===== config.mk =====
export PLATFORM = sky130hd
export DESIGN_NAME = fetch_queue
export DESIGN_NICKNAME = d
export VERILOG_FILES = /design/src/rtl/fetch_queue_pkg.sv /design/src/rtl/fetch_queue.sv
export SDC_FILE = /design/constraint.sdc
export NUM_CORES = 1
export LEC_CHECK = 0
export CAP_MARGIN = 10
export CORE_ASPECT_RATIO = 0.7
export CORE_MARGIN = 2
export CORE_UTILIZATION = 45
export DETAILED_ROUTE_END_ITERATION = 10
export GPL_TIMING_DRIVEN = 0
export PLACE_DENSITY = 0.72
export SYNTH_ARGS = -nofsm -noshare
export SYNTH_HDL_FRONTEND = slang
export SYNTH_SLANG_ARGS = --single-unit

===== constraint.sdc =====
create_clock -name clk -period 9.9 [get_ports clk]
set_input_delay 1.98 -clock clk [delete_from_list [all_inputs] [get_ports clk]]
set_output_delay 1.98 -clock clk [all_outputs]
set_load 0.02 [all_outputs]

===== src/rtl/fetch_queue_pkg.sv =====
// Shared definitions for the fetch-to-decode instruction queue.
// The default entry layout and depth are what the cpu top uses to size its
// instance; the queue itself re-derives its entry layout from its parameters.
package fetch_queue_pkg;

    localparam int FETCH_QUEUE_DEPTH = 4;
    localparam int FQ_ADDR_WIDTH     = 32;
    localparam int FQ_DATA_WIDTH     = 32;

    typedef struct packed {
        logic [FQ_ADDR_WIDTH-1:0] pc;
        logic [FQ_DATA_WIDTH-1:0] instr;
    } fetch_queue_entry_t;

    // Pointer width: index bits plus one wrap bit to tell full from empty.
    function automatic int ptr_width(input int depth);
        return $clog2(depth) + 1;
    endfunction

endpackage


===== src/rtl/fetch_queue.sv =====
// Instruction queue between fetch and decode: DEPTH entries of {pc, instr}
// held in program order, valid/ready on both sides, single-cycle flush.
// Optional macro FETCH_QUEUE_BYPASS_EN: when the queue is empty an incoming
// beat is presented on the output in the same cycle, and is not stored if
// decode takes it immediately.
module fetch_queue
    import fetch_queue_pkg::*;
#(
    parameter int DEPTH             = FETCH_QUEUE_DEPTH,
    parameter int DATA_WIDTH        = FQ_DATA_WIDTH,
    parameter int ADDR_WIDTH        = FQ_ADDR_WIDTH,
    parameter int ALMOST_FULL_LEVEL = DEPTH - 1
) (
    input  logic                    clk,
    input  logic                    rst,
    input  logic                    flush,
    input  logic                    in_valid,
    output logic                    in_ready,
    input  logic [ADDR_WIDTH-1:0]   in_pc,
    input  logic [DATA_WIDTH-1:0]   in_instr,
    output logic                    out_valid,
    input  logic                    out_ready,
    output logic [ADDR_WIDTH-1:0]   out_pc,
    output logic [DATA_WIDTH-1:0]   out_instr,
    output logic [$clog2(DEPTH):0]  count,
    output logic                    almost_full
);

    localparam int IW = $clog2(DEPTH);
    localparam int PW = ptr_width(DEPTH);

    typedef struct packed {
        logic [ADDR_WIDTH-1:0] pc;
        logic [DATA_WIDTH-1:0] instr;
    } entry_t;

    entry_t        mem [DEPTH];
    entry_t        head;
    logic [PW-1:0] wr_ptr;
    logic [PW-1:0] rd_ptr;
    logic          empty;
    logic          full;
    logic          push;
    logic          pop;
    logic          write;
`ifdef FETCH_QUEUE_BYPASS_EN
    logic          bypass;
`endif

    // Status, handshake and head-of-queue output decode.
    always_comb begin
        empty       = (wr_ptr == rd_ptr);
        full        = (wr_ptr[IW-1:0] == rd_ptr[IW-1:0]) && (wr_ptr[IW] != rd_ptr[IW]);
        in_ready    = !full;
        head        = mem[rd_ptr[IW-1:0]];
        push        = in_valid && in_ready;
        // Only stored entries are popped; a bypassed beat never occupies a slot.
        pop         = !empty && out_ready;
        almost_full = (count >= PW'(ALMOST_FULL_LEVEL));
`ifdef FETCH_QUEUE_BYPASS_EN
        bypass      = empty && in_valid && !flush;
        out_valid   = !empty || bypass;
        out_pc      = bypass ? in_pc    : head.pc;
        out_instr   = bypass ? in_instr : head.instr;
        write       = push && !(bypass && out_ready);
`else
        out_valid   = !empty;
        out_pc      = head.pc;
        out_instr   = head.instr;
        write       = push;
`endif
    end

    // Pointer and occupancy update; reset and flush both empty the queue.
    always_ff @(posedge clk) begin
        if (rst || flush) begin
            wr_ptr <= '0;
            rd_ptr <= '0;
            count  <= '0;
        end else begin
            if (write) wr_ptr <= wr_ptr + PW'(1);
            if (pop)   rd_ptr <= rd_ptr + PW'(1);
            case ({write, pop})
                2'b10:   count <= count + PW'(1);
                2'b01:   count <= count - PW'(1);
                default: count <= count;
            endcase
        end
    end

    // Entry storage; contents are left unreset, only the pointers matter.
    always_ff @(posedge clk) begin
        if (write && !rst && !flush)
            mem[wr_ptr[IW-1:0]] <= entry_t'{pc: in_pc, instr: in_instr};
    end

endmodule


==> results.txt <==
Placement Rows = 45
initial antenna violation count = 0
Ys Warns = 0
Clock Skews = 0.01043 ns
VDD IR max = 147.7 uV
CP max FO = 10
Placer Congestion = 0.7680
Multi-input gate area = 0.001999 mm^2
placed wire-length estimate = 11.64 mm
Fin Hold WS = 0.5271 ns
die height = 128.7 um
Final nets = 670
clk_lat worst skew = 0.51 ns
Synth Flop Type = edfxtp_1
vias in the first global route = 5114
worst hold path type = reg -> reg
Syn Nets = 500
status = finished clean
Yosys top cell area share = 76.90%
Distinct cells, synth = 36
critical path type = reg -> out
Worst slew margin = 34.29%
CP max-delay cell = clkdlybuf4s50_1
Slew @ Worst Pin = 0.9834 ns
Top delay family on crit path = buffers and inverters
CP Capture Type = output pin
Synth area leader = edfxtp_1
share of cells above drive strength 1 = 19.12%
drt drc = 0
Critical path buffers and inverters = 3
first-pass GRT wire length = 28.44 mm
Mapped Cells = 424
die area = 0.02344 mm^2
per-instance average area after synthesis = 23.58 um^2
final slew viol count = 0
Synth area leaders = edfxtp_1 (77%), mux4_2 (14%), dfxtp_1 (2.2%)
Final ANT Viol Nets = 0
ys async rst share = 0%
root buf cell = clkbuf_16
I/O pin count = 139
top-count cell post-synth = edfxtp_1
Setup violations, final = 0
PortBufs = 138
hold_buf cts = 0
Initial Utilization = 46.00%
Max Fclk = 213.7 MHz
number of synthesized flops with an enable pin = 256
TritonCTS buffer count = 25
clock sink count = 267
worst path arrival time = 2.70 ns
n_diodes = 0
mapped cell area = 0.009997 mm^2
Pwr Density = 181.6 mW/mm^2
# H-tree levels = 1
post-DR wirelength/cell = 20.70 um
fin crit share = 47.26%
largest net degree at the start of global routing = 37
critical path required time = 7.92 ns
GRT Residual Overflow = 0
TNS Setup = 0 ns
Reg clk slew, reported paths = 0.06 ns
clk buf depth = 3
die width = 182.2 um
Layout area overhead = 26.18%
vias per cell = 5.409
fin area = 0.01261 mm^2
CP Launch Type = flip-flop
worst setup margin = 5.221 ns
unrepaired setup endpoints after global routing = no
via count = 4836
Final Power = 2.291 mW
CTS tree = built
critical-path cell list = clkbuf_2, buf_1, mux4_2, clkdlybuf4s50_1
Leakage = 3.948 nW
Final min period = 4.679 ns
violation count after the first detailed-routing iteration = 295
Setup WS pre-CTS = 5.617 ns
GRT Total Usage = 16.05%
Fillers = 1585
Placed Area = 0.01186 mm^2
DRT Pass-1 Iters = 6
sequential area share after synthesis = 79.10%
register bit count reported by yosys = 267
Hold Fails Final Rpt = 0
most frequent cells after synthesis = edfxtp_1 (256), mux4_2 (64), dfxtp_1 (11)
Core ar. = 0.02173 mm^2
FF+latch area = 0.007908 mm^2
DRT Wirelength = 18.50 mm
CP max stage delay = 0.59 ns
maxcap violations = 0
postcts setup bufs = 0
CTS resizes = 0
==> area by class of cell <==
class | instances | share of cell area [%]
Clock buffer | 31 | 5.138
Buffer | 17 | 0.7141
Timing Repair Buffer | 143 | 11.80
Tap cell | 282 | 2.797
Sequential cell | 267 | 62.69
Clock inverter | 14 | 0.8629
Multi-Input combinational cell | 135 | 15.85
Inverter | 5 | 0.1488
==> final timing paths <==
check	startpoint	endpoint	slack, ns	depth (start not counted)
worst max-delay path	flip-flop	out_pc[19]	5.22	4
worst min register to register	count[2]$_SDFFE_PP0P_	count[2]$_SDFFE_PP0P_	0.53	2
worst max register to register	wr_ptr[0]$_SDFFE_PP0P_	mem[3][41]$_DFFE_PP_	7.33	4
worst min-delay path	count[2]$_SDFFE_PP0P_	count[2]$_SDFFE_PP0P_	0.53	2
==> registers in the layout (all words and copies together) (netlist names), named ones only <==
register / cells
count: 3
mem: 256
rd_ptr: 3
wr_ptr: 3
==> tightest hold or removal path, cell delays in order (launching register included) <==
cell and delay, ns:
dfxtp_1 0.33, o21ai_0 0.08, a21oi_1 0.07
==> layout by cell type (no fill, tap or decap), types with 6 or more instances in the layout <==
cell type and count:
a21oi_1 7, buf_1 6, buf_4 6, clkbuf_1 8
clkbuf_16 25, clkdlybuf4s50_1 138, clkinv_1 9, dfxtp_1 11
edfxtp_1 256, ha_1 6, mux4_2 64
==> cells by family (layout without fill, tap and decap cells) <==
logic type                 count (synthesis)  in the layout  synth area share [%]
and+or+nand+nor                           33             33                 2.053
adders and majority gates                  7              7                0.9512
muxes                                     64             64                 14.42
buffers and inverters                     22            210                 1.089
DFF                                      267            267                 79.10
xor gates and xnor gates                   8              8                0.9262
AOI/OAI and AO/OA                         23             23                 1.464
==> through the flow <==
step / utilization [%] / instances
after detailed placement: 54.56 / 849
after CTS: 58.04 / 894
final: 58.04 / 894
after global routing: 58.04 / 894
after global placement: 53.98 / 844
after floorplan: - / 424
==> metal layers <==
layer  wire (um)  up-vias  GRT usage, %
met5           0        -             0
met4         256        0         2.989
met3        1633       22         5.604
met2        8538      159         25.33
met1        8074     2512         22.19
li1            -     2143             -
==> where the power goes <==
| group | leakage [nW] | switching [mW] | internal [mW] |
|---|---|---|---|
| combinational | 1.18 | 0.0674 | 0.0734 |
| clock | 0.369 | 0.381 | 0.513 |
| sequential | 2.40 | 0.00458 | 1.25 |
| total | 3.95 | 0.453 | 1.84 |
Note: power is estimated with default switching activity, not from simulation.
